==> src/rtl/alu_pkg.sv <==
// Shared types for the t16q execution unit: op codes, flag layout and flag bit positions.
package alu_pkg;

  typedef enum logic [2:0] {
    ADD  = 3'd0,
    SUB  = 3'd1,
    AND  = 3'd2,
    XOR  = 3'd3,
    SHR  = 3'd4,
    LDUI = 3'd5,
    MUL  = 3'd6
  } alu_op_e;

  typedef struct packed {
    logic z;
    logic c;
    logic n;
    logic v;
  } alu_flags_t;

  localparam int FLAG_Z = 3;
  localparam int FLAG_C = 2;
  localparam int FLAG_N = 1;
  localparam int FLAG_V = 0;

endpackage

==> src/rtl/alu_comb.sv <==
// Single-cycle datapath and flag generation. SHR here is the zero-amount case (pass-through);
// MUL and the unused code 7 both yield zero, and the sequencer never writes MUL's result from here.
module alu_comb
  import alu_pkg::*;
#(
  parameter int WIDTH = 16
) (
  input  alu_op_e          op,
  input  logic [WIDTH-1:0] s1,
  input  logic [WIDTH-1:0] s2,
  output logic [WIDTH-1:0] d,
  output alu_flags_t       flags
);

  localparam int HALF = WIDTH / 2;

  logic [WIDTH:0] sum;
  logic [WIDTH:0] diff;
  logic           carry;
  logic           ovf;

  assign sum  = {1'b0, s1} + {1'b0, s2};
  assign diff = {1'b0, s1} - {1'b0, s2};

  always_comb begin
    d     = '0;
    carry = 1'b0;
    ovf   = 1'b0;
    case (op)
      ADD: begin
        d     = sum[WIDTH-1:0];
        carry = sum[WIDTH];
        ovf   = ~(s1[WIDTH-1] ^ s2[WIDTH-1]) & (sum[WIDTH-1] ^ s1[WIDTH-1]);
      end
      SUB: begin
        d     = diff[WIDTH-1:0];
        carry = diff[WIDTH];
        ovf   = (s1[WIDTH-1] ^ s2[WIDTH-1]) & (diff[WIDTH-1] ^ s1[WIDTH-1]);
      end
      AND:     d = s1 & s2;
      XOR:     d = s1 ^ s2;
      SHR:     d = s1;
      LDUI:    d = {s2[HALF-1:0], s1[HALF-1:0]};
      default: d = '0;
    endcase
    flags.z = (d == '0);
    flags.c = carry;
    flags.n = d[WIDTH-1];
    flags.v = ovf;
  end

endmodule

==> src/rtl/alu_seq.sv <==
// Sequenced execution unit: valid/ready front end, iterative shifter and shift-add multiplier,
// and a held output register.
//
//   state   | meaning
//   S_IDLE  | accepting; single-cycle ops complete straight into the output register
//   S_SHIFT | moving one bit per cycle, cnt counts remaining steps
//   S_MUL   | one shift-add step per cycle over s2, LSB first, cnt counts remaining steps
module alu_seq
  import alu_pkg::*;
#(
  parameter int WIDTH   = 16,
  parameter int SHAMT_W = $clog2(WIDTH) + 1
) (
  input  logic             clk,
  input  logic             rst,
  input  logic             in_valid,
  output logic             in_ready,
  input  alu_op_e          op,
  input  logic [WIDTH-1:0] s1,
  input  logic [WIDTH-1:0] s2,
  output logic             out_valid,
  input  logic             out_ready,
  output logic [WIDTH-1:0] d,
  output alu_flags_t       flags
);

  typedef enum logic [1:0] {
    S_IDLE  = 2'd0,
    S_SHIFT = 2'd1,
    S_MUL   = 2'd2
  } state_e;

  state_e               state;
  logic [SHAMT_W-1:0]   cnt;
  logic [WIDTH-1:0]     work;
  logic                 shift_left;
  logic                 sticky;
  logic [2*WIDTH-1:0]   prod;
  logic [WIDTH-1:0]     mcand;

  logic [WIDTH-1:0]     comb_d;
  alu_flags_t           comb_flags;
  logic [WIDTH-1:0]     shamt_mag;
  logic [SHAMT_W-1:0]   shamt;
  logic [WIDTH-1:0]     work_next;
  logic                 out_bit;
  logic                 sticky_next;
  logic [WIDTH:0]       mul_sum;
  logic [2*WIDTH-1:0]   prod_next;
  logic                 last_iter;
  logic                 accept;

  alu_comb #(.WIDTH(WIDTH)) u_comb (
    .op    (op),
    .s1    (s1),
    .s2    (s2),
    .d     (comb_d),
    .flags (comb_flags)
  );

  assign in_ready = (state == S_IDLE) && (!out_valid || out_ready);
  assign accept   = in_valid && in_ready;

  // Negative s2 means shift left by its magnitude; anything past WIDTH is equivalent to WIDTH.
  assign shamt_mag = s2[WIDTH-1] ? -s2 : s2;
  assign shamt     = (shamt_mag >= WIDTH'(WIDTH)) ? SHAMT_W'(WIDTH) : shamt_mag[SHAMT_W-1:0];

  assign work_next   = shift_left ? {work[WIDTH-2:0], 1'b0} : {1'b0, work[WIDTH-1:1]};
  assign out_bit     = shift_left ? work[WIDTH-1] : work[0];
  assign sticky_next = sticky | out_bit;

  // High half accumulates, low half holds the unconsumed multiplier bits.
  assign mul_sum   = {1'b0, prod[2*WIDTH-1:WIDTH]} + (prod[0] ? {1'b0, mcand} : '0);
  assign prod_next = {mul_sum, prod[WIDTH-1:1]};

  assign last_iter = (cnt == SHAMT_W'(1));

  always_ff @(posedge clk or posedge rst) begin
    if (rst) begin
      state      <= S_IDLE;
      out_valid  <= 1'b0;
      d          <= '0;
      flags      <= '0;
      cnt        <= '0;
      work       <= '0;
      shift_left <= 1'b0;
      sticky     <= 1'b0;
      prod       <= '0;
      mcand      <= '0;
    end else begin
      if (out_ready) out_valid <= 1'b0;
      case (state)
        S_IDLE: begin
          if (accept) begin
            if (op == MUL) begin
              state <= S_MUL;
              prod  <= {{WIDTH{1'b0}}, s2};
              mcand <= s1;
              cnt   <= SHAMT_W'(WIDTH);
            end else if (op == SHR && shamt != '0) begin
              state      <= S_SHIFT;
              work       <= s1;
              shift_left <= s2[WIDTH-1];
              sticky     <= 1'b0;
              cnt        <= shamt;
            end else begin
              d         <= comb_d;
              flags     <= comb_flags;
              out_valid <= 1'b1;
            end
          end
        end
        S_SHIFT: begin
          work   <= work_next;
          sticky <= sticky_next;
          cnt    <= cnt - SHAMT_W'(1);
          if (last_iter) begin
            state     <= S_IDLE;
            d         <= work_next;
            flags.z   <= (work_next == '0);
            flags.c   <= sticky_next;
            flags.n   <= work_next[WIDTH-1];
            flags.v   <= 1'b0;
            out_valid <= 1'b1;
          end
        end
        S_MUL: begin
          prod <= prod_next;
          cnt  <= cnt - SHAMT_W'(1);
          if (last_iter) begin
            state     <= S_IDLE;
            d         <= prod_next[WIDTH-1:0];
            flags.z   <= (prod_next[WIDTH-1:0] == '0);
            flags.c   <= |prod_next[2*WIDTH-1:WIDTH];
            flags.n   <= prod_next[WIDTH-1];
            flags.v   <= 1'b0;
            out_valid <= 1'b1;
          end
        end
        default: state <= S_IDLE;
      endcase
    end
  end

endmodule

==> config.mk <==
export PLATFORM = sky130hd
export DESIGN_NAME = alu_seq
export DESIGN_NICKNAME = d
export VERILOG_FILES = /design/src/rtl/alu_pkg.sv /design/src/rtl/alu_comb.sv /design/src/rtl/alu_seq.sv
export SDC_FILE = /design/constraint.sdc
export NUM_CORES = 1
export LEC_CHECK = 0
export ABC_AREA = 1
export CAP_MARGIN = 20
export CELL_PAD_IN_SITES_DETAIL_PLACEMENT = 0
export CELL_PAD_IN_SITES_GLOBAL_PLACEMENT = 1
export CORE_MARGIN = 2
export CORE_UTILIZATION = 39
export DETAILED_ROUTE_END_ITERATION = 16
export GPL_ROUTABILITY_DRIVEN = 0
export PLACE_DENSITY = 0.89
export SLEW_MARGIN = 15
export SYNTH_ARGS = -nofsm -noshare
export SYNTH_HDL_FRONTEND = slang
export SYNTH_SLANG_ARGS = --single-unit
==> constraint.sdc <==
create_clock -name clk -period 3.31 [get_ports clk]
set_clock_uncertainty 0.05 [all_clocks]
set_input_delay 0.662 -clock clk [delete_from_list [all_inputs] [get_ports clk]]
set_output_delay 0.662 -clock clk [all_outputs]
set_load 0.005 [all_outputs]
; Word level (Yosys, flattened, before mapping)
; Cells that the tools add are included.
[totals]
regBits = 94
wordCells = 117
in_bits = 39
out_inout_bits = 22
[classes]
n_mux = 46
bitwise = 10
order_cmp = 1
n_addsub = 5
reduce_logical = 24
eq_ne = 18
[ops]
columns = cell, count
row1 = 16-bit 2-to-1 mux, 11
row2 = 16-bit one-hot mux with 6 select lines, 1
row3 = 32-bit 2-to-1 mux, 2
row4 = 32-bit one-hot mux with 2 select lines, 1
row5 = 16-bit logical NOT, 3
row6 = 16-bit one-hot mux with 3 select lines, 1
row7 = 16-bit by 16-bit adder with 17-bit output, 2
row8 = 16-bit one-hot mux with 2 select lines, 1
row9 = 4-bit 2-to-1 mux, 5
row10 = 5-bit 2-to-1 mux, 4
row11 = 16-bit by 16-bit subtractor with 17-bit output, 1
row12 = 16-bit bitwise AND, 1
row13 = "16-bit by 5-bit >= comparator with 1-bit output, second input constant", 1
row14 = 16-bit negation, 1
row15 = 16-bit OR reduction, 1
row16 = 16-bit XOR, 1
row17 = 4-bit one-hot mux with 3 select lines, 1
row18 = 3-bit AND reduction, 4
row19 = "2-bit != test, second input constant", 5
row20 = 5-bit one-hot mux with 2 select lines, 1
row21 = "3-bit == test, second input constant", 3
row22 = 1-bit 2-to-1 mux, 9
row23 = 2-bit 2-to-1 mux, 4
row24 = 1-bit one-hot mux with 2 select lines, 4
row25 = 24 further kinds, 36

; Depth between registers and ports, before layout
; Gate-level depths: netlist of the first run.
[depth]
depth_word = 10
depth_mapped = 21
depth_no_buf = 20

; Cells and area by module
; From an unflattened synthesis of the first run, not the netlist that was laid out.
[hier_totals]
cells_unflattened = 1426
area_unflattened_um2 = 9051.2
[by_module_without_submodules]
columns = mod, seq_area_each_um2, area_per_inst_um2, instances, cells_each
row1 = alu_seq, 2352.3, 6332.3, 1, 884
row2 = alu_comb, 0.0, 2718.9, 1, 542

; Worst setup path before layout of the first run
; Ideal clock, no wire load.
[synth_path]
path_type = in2reg
startpoint = input s1[0]
endpoint = register flags[3] (netlist name)
required_ps = 3195
setup_ps = 65
stages = 18
t_arrival_ps = 2433
path_buffers = 0
setup_slack_ps = 762
path_cell_list = inv_1 ha_1 inv_1 fa_1 or2_2 nand3_1 o21ai_0 nor2_1 nand3_1 nor2_1 nand2_1 nor2_1 nand3_1 nor2_1 nand2_1 nand2_1 nand2_1 nand2_1
[synth_between]
elab_chain_len = 7
elab_cells_between_ends = 10
cone_classes = add/sub (2) / mux (5) / bitwise (2) / reduce/logical (1)
[synth_rtl]
columns = element, line
row1 = start: declaration, alu_seq.sv:19  ; input logic [WIDTH-1:0] s1,
row2 = "16-bit by 16-bit subtractor with 17-bit output, or another cell as far along", alu_comb.sv:23  ; assign diff = {1'b0, s1} - {1'b0, s2};
row3 = 16-bit one-hot mux with 6 select lines (*), alu_comb.sv:29  ; case (op)
row4 = 16-bit logical NOT (*), alu_comb.sv:46  ; flags.z = (d == '0);
row5 = 4-bit 2-to-1 mux (*), alu_seq.sv:100  ; end else if (op == SHR && shamt != '0) begin
row6 = 4-bit 2-to-1 mux (*), alu_seq.sv:95  ; if (op == MUL) begin
row7 = 4-bit 2-to-1 mux (*), alu_seq.sv:94  ; if (accept) begin
row8 = 4-bit one-hot mux with 3 select lines (*), alu_seq.sv:92  ; case (state)
row9 = end signal: assignment, alu_seq.sv:108  ; flags <= comb_flags;
row10 = end: declaration, alu_seq.sv:24  ; output alu_flags_t flags
; Every way passes the cells marked *; elsewhere a longest branch is shown, timed or not. The select of a mux whose other input is x is not followed.
; A chain may end at the register's enable or synchronous reset.

; Worst setup path in the final report of the first run
[layout_path]
startpoint = input s2[0]
endpoint = register flags[3] (netlist name)
[layout_between]
elab_chain_len = 8
elab_cells_between_ends = 18
cone_classes = add/sub (3) / order compare (1) / eq/ne (1) / mux (7) / bitwise (2) / reduce/logical (4)
[layout_rtl]
columns = element, line
row1 = start: declaration, alu_seq.sv:20  ; input logic [WIDTH-1:0] s2,
row2 = 16-bit negation, alu_seq.sv:65  ; assign shamt_mag = s2[WIDTH-1] ? -s2 : s2;
row3 = 16-bit 2-to-1 mux, alu_seq.sv:65
row4 = 16-bit by 5-bit >= comparator with 1-bit output, alu_seq.sv:66  ; assign shamt = (shamt_mag >= WIDTH'(WIDTH)) ? SHAMT_W'(WIDTH) : shamt_mag[SHAMT_W-1:0];
row5 = 5-bit 2-to-1 mux, alu_seq.sv:66
row6 = 5-bit nonzero test, alu_seq.sv:100
row7 = 1-bit logical AND, alu_seq.sv:100
row8 = 2-bit != test (no line), n/a
row9 = 6-bit AND reduction (no line), n/a
; Parallel ways exist; a longest one is shown, timed or not. The select of a mux whose other input is x is not followed.

==> results of run 1 <==
routing by layer:
metal / track usage (%) / vias to the layer above
li1: - / 4877
met1: 32.3 / 4446
met2: 42.5 / 290
met3: 3.38 / 76
met4: 12.6 / 0
met5: 0 / -
cell usage in the layout (no fill, tap or decap), types with 4 or more instances in the layout:
master,n
o21ai_0,104
nand3_2,4
inv_1,176
clkdlybuf4s50_1,60
o21ai_2,22
nand4_1,11
buf_4,155
nor2_2,4
xor2_1,9
nor3_1,7
ha_1,55
o22ai_1,12
nand3b_1,5
o21bai_1,8
xnor2_1,4
nand2_2,6
nor4_1,5
clkbuf_16,9
nand3_1,115
a31oi_1,10
dfrtp_1,93
nand2_1,445
nor2_1,147
a21oi_1,70
cell type report:
cell class	count	share of cell area (%)
clock buffer	9	2.05
clock inverter	7	0.752
inverter	182	6.25
multi-input combinational	1079	50.1
sequential	93	21.2
tap	280	3.19
timing repair buffer	217	16.4
cell families after synthesis:
family / after synthesis
XOR/XNOR: 13
flip-flops: 93
adder cells (fa/ha/maj): 58
AO/OA/AOI/OAI: 245
buffers and inverters: 230
AND/OR/NAND/NOR: 759
multiplexers: 4
synthesized netlist by cell type, types with 3 or more instances:
library cell  instances
nor3_1                7
a31oi_1              10
o22ai_1              12
nor4_1                5
dfrtp_1              93
nand3_1             115
buf_2                12
nor2_2                3
nand3_2               4
nand2_2               6
a21oi_1              70
o21bai_1              8
inv_1               177
o21ai_2              22
ha_1                 55
nand2_1             445
fa_1                  3
mux2_2                3
o21ai_0             104
nand4_1              11
nand3b_1              5
xnor2_1               4
buf_6                 6
a21o_1                3
xor2_1                9
buf_4                 4
clkbuf_1             23
nor2_1              148
o221ai_1              3
flip-flops by register name, indices dropped and copies added (netlist names):
signal      cells
work           16
sticky          1
state           2
d              16
shift_left      1
flags           3
mcand          16
out_valid       1
prod           32
cnt             5
power by group through the flow:
| stage | Clock, mW | Combinational, mW | Sequential [mW] |
|---|---|---|---|
| floorplan | 0 | 3.31 | 1.91 |
| global placement | 0 | 4.62 | 2.01 |
| detailed placement | 0 | 4.68 | 2.03 |
| CTS | 1.10 | 4.71 | 2.01 |
| global route | 1.14 | 5.33 | 2.10 |
| finish | 1.07 | 4.73 | 2.02 |
per-stage QoR:
| step | hold WS, ns | std cells | setup WS [ns] |
|---|---|---|---|
| final | 0.433 | 1867 | 0.197 |
| after global placement | 0.415 | 1851 | -0.0687 |
| after global routing | 0.463 | 1867 | 0.00612 |
| after CTS | 0.437 | 1867 | 0.219 |
| after detailed placement | 0.414 | 1851 | -0.138 |
| after floorplan | 0.399 | 1402 | 0.178 |
critical path: cells and delay by family:
kind	cells	cell delay [ns]
AOI/OAI and AO/OA	1	0.09
adders and majority gates	2	0.61
buffers and inverters	2	0.65
and+or+nand+nor	13	1.34
final timing paths:
path / from / endpoint / slack (ns) / cells past startpoint
min in group asynchronous: rst / out_valid / 0.76 / 2
hold reg to reg: d[13] / d[13] / 0.43 / 2
setup / recovery: s2[0] / flags[3] / 0.20 / 18
setup reg to reg: prod[0] / flags[2] / 0.37 / 16
hold / removal: d[13] / d[13] / 0.43 / 2
max in group asynchronous: rst / mcand[3] / 1.79 / 3
==> reports/summary.txt, run 1 <==
Outcome: complete, no violations
Avg Vias per Cell: 5.19
Clk root buf: clkbuf_16
Register area: 2330 um2
CTS Buf Count: 9
Pint: 4.09 mW
Max incr delay on CP: 0.58 ns
CP Capture Type: register
Crit Path Class: in -> reg
Syn nets: 1499
Post-synthesis simple-gate area fraction: 36.4%
Total GRT Usage: 25.4%
Die Span Y: 154 um
YS warnings: 0
TritonCTS clock tree: yes
Post-synth top flop: dfrtp_1
Mapped Area: 8770 um2
CP Launch Type: input port
Final setup violation count: 0
Wire length on met2: 13.4 mm
Die W: 154 um
CTS max path bufs: 2
XOR/XNOR Fraction of Synth Area: 1.30%
Antenna diodes: 0
FF+latch count, synth: 93
Setup TNS: 0 ns
Total grt overflow: 0
First-pass GRT wire length: 47.9 mm
Library cells used by synthesis: 50
Critical Path, Cell by Cell: clkdlybuf4s50_1 -> ha_1 -> inv_1 -> fa_1 -> or2_2 -> nand3_1 -> o21ai_0 -> nor2_1 -> nand3_1 -> nor2_1 -> nand2_1 -> nor2_1 -> nand3_1 -> nor2_1 -> nand2_1 -> nand2_1 -> nand2_1 -> nand2_1
Rows: 54
Largest net degree at the start of global routing: 58
Worst vdd ir: 0.375 mV
Pwr dens: 712 nW/um2
Antenna violations before repair: 0
Worst hold path class: reg -> reg
FMAX: 321 MHz
Die area: 23700 um2
CP Max Fanout: 4
Via count: 9689
IO Count: 61
Critical path required time: 3.55 ns
Hold buffer count at cts: 0
Area after DPL: 10700 um2
Combinational fraction of design power: 60.5%
Port bufs: 60
Post-route cell area: 11000 um2
Tcrit/Tclk final: 94.1%
Synth area leader: dfrtp_1
Adder-Cell Fraction of Synth Area: 8.53%
Largest family of logic cells by synthesized area: simple AND/OR/NAND/NOR gates
Detail Route Antenna Nets: 0
Max-slew violation total from the final report: 0
Final Hold Fails: 0
Tot Pwr: 7.82 mW
RSZ-0062 raised after global routing: false
Post-synth top area share: 26.5%
Routed wire length: 29.6 mm
Layout cell share with drive strength beyond 1: 14.3%
Buffer count from post-CTS setup fixing: 0
Fillers: 2220
Post-synthesis sequential area ratio: 26.5%
Core Util, Final: 50.0%
Hpwl dp: 24.2 mm
WL/cell: 15.9 um
Initial DRT Pass Iterations: 5
Top Metal Used: met4
Initial core utilization: 40.0%
Nets: 1679
CTS Sinks: 93
Synthesis-to-finish area growth: 25.2%
Multi-input gate area: 5510 um2
Psw: 3.74 mW
Worst-Margin Slew: 0.893 ns
Worst slew margin: 40.5%
Worst-skew pair later-pin latency: 0.35 ns
Number of synthesized flops with an enable pin: 0
Worst-path clk slew: 0.07 ns
Compound-Gate Fraction of Synth Area: 16.1%
Worst Path Arrival: 3.35 ns
Post-synthesis mux area share: 0.499%
Initial DRC Count: 725
Met1 WL: 13.0 mm
Synth Instances: 1402
Final min period: 3.11 ns
DRC Markers: 0
H-Tree Level Count: 3
Area contributors post-synth: dfrtp_1, nand2_1, ha_1
Max-Cap Viols: 0
Switching part of the total: 47.7%
Post-CTS Resized: 0
Vias in the first global route: 9448
Post-synth ARST share: 100%
Slowest cell on crit path: clkdlybuf4s50_1
Most used cell, CP: nand2_1
Core area: 22000 um2
DR WL met3: 1.64 mm
Leak: 5.78 nW
Syn avg cell area: 6.26 um2
Clk pwr share: 13.7%
Sequential power share: 25.8%
(Power assumes the default switching activity.)
==> run 2, diff against run 1 <==
- HOLD_SLACK_MARGIN: not set -> 0.02
==> results of run 2 <==
No change in the layout: final DEF, timing and power equal those of run 1.
==> run 3, diff against run 2 <==
- PLACE_DENSITY: 0.89 -> 0.88
- SYNTH_HIERARCHICAL: not set -> 1
==> run 3 against run 2 <==
  * Worst setup slack got worse by 0.099 ns
  * Via count grew 2.4%
  * Global-route usage grew 0.65 points
  * First-iteration DRC count grew 15%
  * Sequential cell count is 1 higher
  * Area after synthesis grew 3.2%
  * Largest power group unchanged
  * Sequential share of layout area about the same
  * Fmax down 3.1%
  * Register-to-register slack gained 0.05 ns
  * Sequential power is 2% higher
  * Clock power is essentially flat
  * Routed wire length up 6.1%
==> reports/summary.txt, run 3 <==
Outcome: complete, no violations
Nets: 1679 (unchanged)
Core Util, Final: 48.9% (-1.1 points)
RSZ-0062 raised after global routing: false
Initial core utilization: 39.9% (-0.10 points)
Syn avg cell area: 6.35 um2 (+1.4%)
Worst slack at placement: -0.280 ns (-0.142 ns)
Slowest cell on crit path: clkdlybuf4s50_1
Most frequent cells in the layout: nand2_1, inv_1, nor2_1, nand3_1, buf_4
Hold path depth: 2 (unchanged)
Max-Cap Viols: 0 (unchanged)
Area after DPL: 10800 um2 (+1.0%)
DRC Markers: 0 (unchanged)
Initial DRT Pass Iterations: 5 (unchanged)
CP Capture Type: register
IO Count: 61 (unchanged)
Final setup violation count: 0 (unchanged)
Largest net degree at the start of global routing: 38 (-34%)
Biggest register: prod
Leak: 5.85 nW (+1.3%)
Post-layout worst setup margin: 0.0980 ns (-0.0988 ns)
Post-synthesis simple-gate area fraction: 36.0% (-0.41 points)
Core area: 22700 um2 (+3.4%)
Synthesis-to-finish area growth: 22.7%
Vias in the first global route: 9263 (-2.0%)
Mapped Area: 9050 um2 (+3.2%)
Post-synth ARST share: 100% (unchanged)
Clk root buf: clkbuf_16
Post-synthesis sequential area ratio: 26.0% (-0.53 points)
Port bufs: 60 (unchanged)
Post-synth top flop: dfrtp_1
FF+latch count, synth: 94 (+1.1%)
H-Tree Level Count: 3 (unchanged)
Worst slew margin: 64.5% (+24 points)
Syn nets: 1523 (+1.6%)
Critical path required time: 3.55 ns (about the same)
Tot Pwr: 8.35 mW (+6.7%)
Worst-skew pair later-pin latency: 0.36 ns (about the same)
First-pass GRT wire length: 49.3 mm (+2.9%)
Die area: 24400 um2 (+3.1%)
Most used cell, CP: nand2_1
CP Max Fanout: 4 (unchanged)
Max reg flops: 32 (unchanged)
Worst-path clk slew: 0.08 ns (about the same)
Synth Instances: 1426 (+1.7%)
Layout cell share with drive strength beyond 1: 15.2% (+0.95 points)
Via count: 9925 (+2.4%)
Die Span Y: 156 um (+1.5%)
Worst hold path class: reg -> reg
Library cells used by synthesis: 53 (+6.0%)
Setup TNS: 0 ns (unchanged)
DP Cell Count: 1856 (+0.27%)
Cell with the most instances after synthesis: nand2_1
Area contributors post-synth: dfrtp_1, nand2_1, inv_1
Buffer count from post-CTS setup fixing: 0 (unchanged)
Final Hold Fails: 0 (unchanged)
Worst-Margin Slew: 0.525 ns (-0.368 ns)
Total grt overflow: 0 (unchanged)
HP Start: d[2]
Adder-Cell Fraction of Synth Area: 8.27% (-0.26 points)
Rows: 55 (+1.9%)
Total GRT Usage: 26.1% (+0.65 points)
WL/cell: 16.8 um (+5.8%)
FMAX: 311 MHz (-3.1%)
Worst Hold End: d[2]
Commonest non-fill, non-tap cell in the layout: nand2_1
Post-route insts no fill: 1872 (+0.27%)
TritonCTS clock tree: yes
Initial DRC Count: 833 (+15%)
Tcrit/Tclk final: 97.0% (+3.0 points)
Max-slew violation total from the final report: 0 (unchanged)
Worst vdd ir: 0.372 mV (-0.95%)
R2R depth: 16 (unchanged)
YS warnings: 6 (+6)
Pwr dens: 752 nW/um2 (+5.6%)
Post-route cell area: 11100 um2 (+1.1%)
Number of synthesized flops with an enable pin: 0 (unchanged)
R2R Path Start: prod[0]
Post-synth top area share: 26.0% (-0.53 points)
Commonest cells post-synth: nand2_1, inv_1, nor2_1, nand3_1, dfrtp_1
CTS Sinks: 94 (+1.1%)
Hpwl dp: 25.6 mm (+5.5%)
Max incr delay on CP: 0.50 ns (-0.08 ns)
Worst Path Arrival: 3.45 ns (+0.10 ns)
Synth area leader: dfrtp_1
Critical Path, Cell by Cell: clkdlybuf4s50_1 -> inv_1 -> ha_1 -> fa_1 -> nand3b_1 -> nand2_2 -> nand2_1 -> nand2_2 -> nand2_1 -> nand2_1 -> nand2_1 -> nand3_1 -> nand3_1 -> nor2_1 -> nand3_1 -> nor2_1 -> o22ai_1 -> o21ai_2
Antenna diodes: 0 (unchanged)
Die W: 156 um (+1.5%)
Post-synthesis mux area share: 1.96% (+1.5 points)
Avg Vias per Cell: 5.30 (+2.2%)
Detail Route Antenna Nets: 0 (unchanged)
Hold buffer count at cts: 0 (unchanged)
Slack of the worst reg-to-reg path: 0.42 ns (+0.05 ns)
CP Launch Type: input port
Compound-Gate Fraction of Synth Area: 14.7% (-1.3 points)
Largest family of logic cells by synthesized area: simple AND/OR/NAND/NOR gates
Antenna violations before repair: 0 (unchanged)
Routed wire length: 31.5 mm (+6.1%)
Hold_ws: 0.440 ns (+0.00729 ns)
Final min period: 3.21 ns (+0.0988 ns)
CTS max path bufs: 2 (unchanged)
Crit Path Class: in -> reg
Crit Reg-Reg Endpoint: flags[2]
XOR/XNOR Fraction of Synth Area: 1.35% (+0.057 points)
Post-CTS Resized: 0 (unchanged)
CTS Buf Count: 9 (unchanged)
[run 3: layer usage]
metal / share of wire (%) / up-vias / wire, um / global-route usage (%)
met4: 4.1 / 0 / 1270 / 10.1
met3: 8.2 / 84 / 2570 / 5.37
met5: 0 / - / 0 / 0
met2: 43 / 389 / 13600 / 40.2
li1: - / 4889 / - / -
met1: 44 / 4563 / 14000 / 35.8
[run 3: logic make-up after synthesis]
| group | after synthesis |
|---|---|
| AND/OR/NAND/NOR | 758 |
| multiplexers | 16 |
| AO/OA/AOI/OAI | 227 |
| flip-flops | 94 |
| buffers and inverters | 259 |
| adder cells (fa/ha/maj) | 58 |
| XOR/XNOR | 14 |
[run 3: layout make-up]
class,count,area [um2]
clock buffers,9,225
clock inverters,7,71.3
fillers,2363,11600
inverters,212,800
multi-input cells,1073,5650
flip-flops and latches,94,2350
well taps,285,357
repair buffers,192,1650
[run 3: worst max path at each step]
stage | start | endpoint | depth (start not counted) | slack (ns)
global placement | s2[0] | flags[3] | 17 | -0.17
floorplan | rst | cnt[0] | 1 | 0.15
detailed placement | s2[0] | flags[3] | 17 | -0.28
finish | s1[0] | flags[3] | 18 | 0.1
global route | s2[2] | flags[3] | 19 | 0.01
CTS | s2[0] | flags[3] | 17 | 0.08
[run 3: power breakdown]
group	switching (mW)	leakage [nW]	internal, mW
combinational	3.19	4.53	2.03
clock	0.524	0.146	0.534
sequential	0.377	1.18	1.69
total	4.09	5.85	4.26
[run 3: worst max-delay path, delay by kind of cell]
kind / cells / cell delay (ns)
AO/OA/AOI/OAI: 2 / 0.28
adder cells (fa/ha/maj): 2 / 0.63
buffers and inverters: 2 / 0.59
AND/OR/NAND/NOR: 12 / 1.29
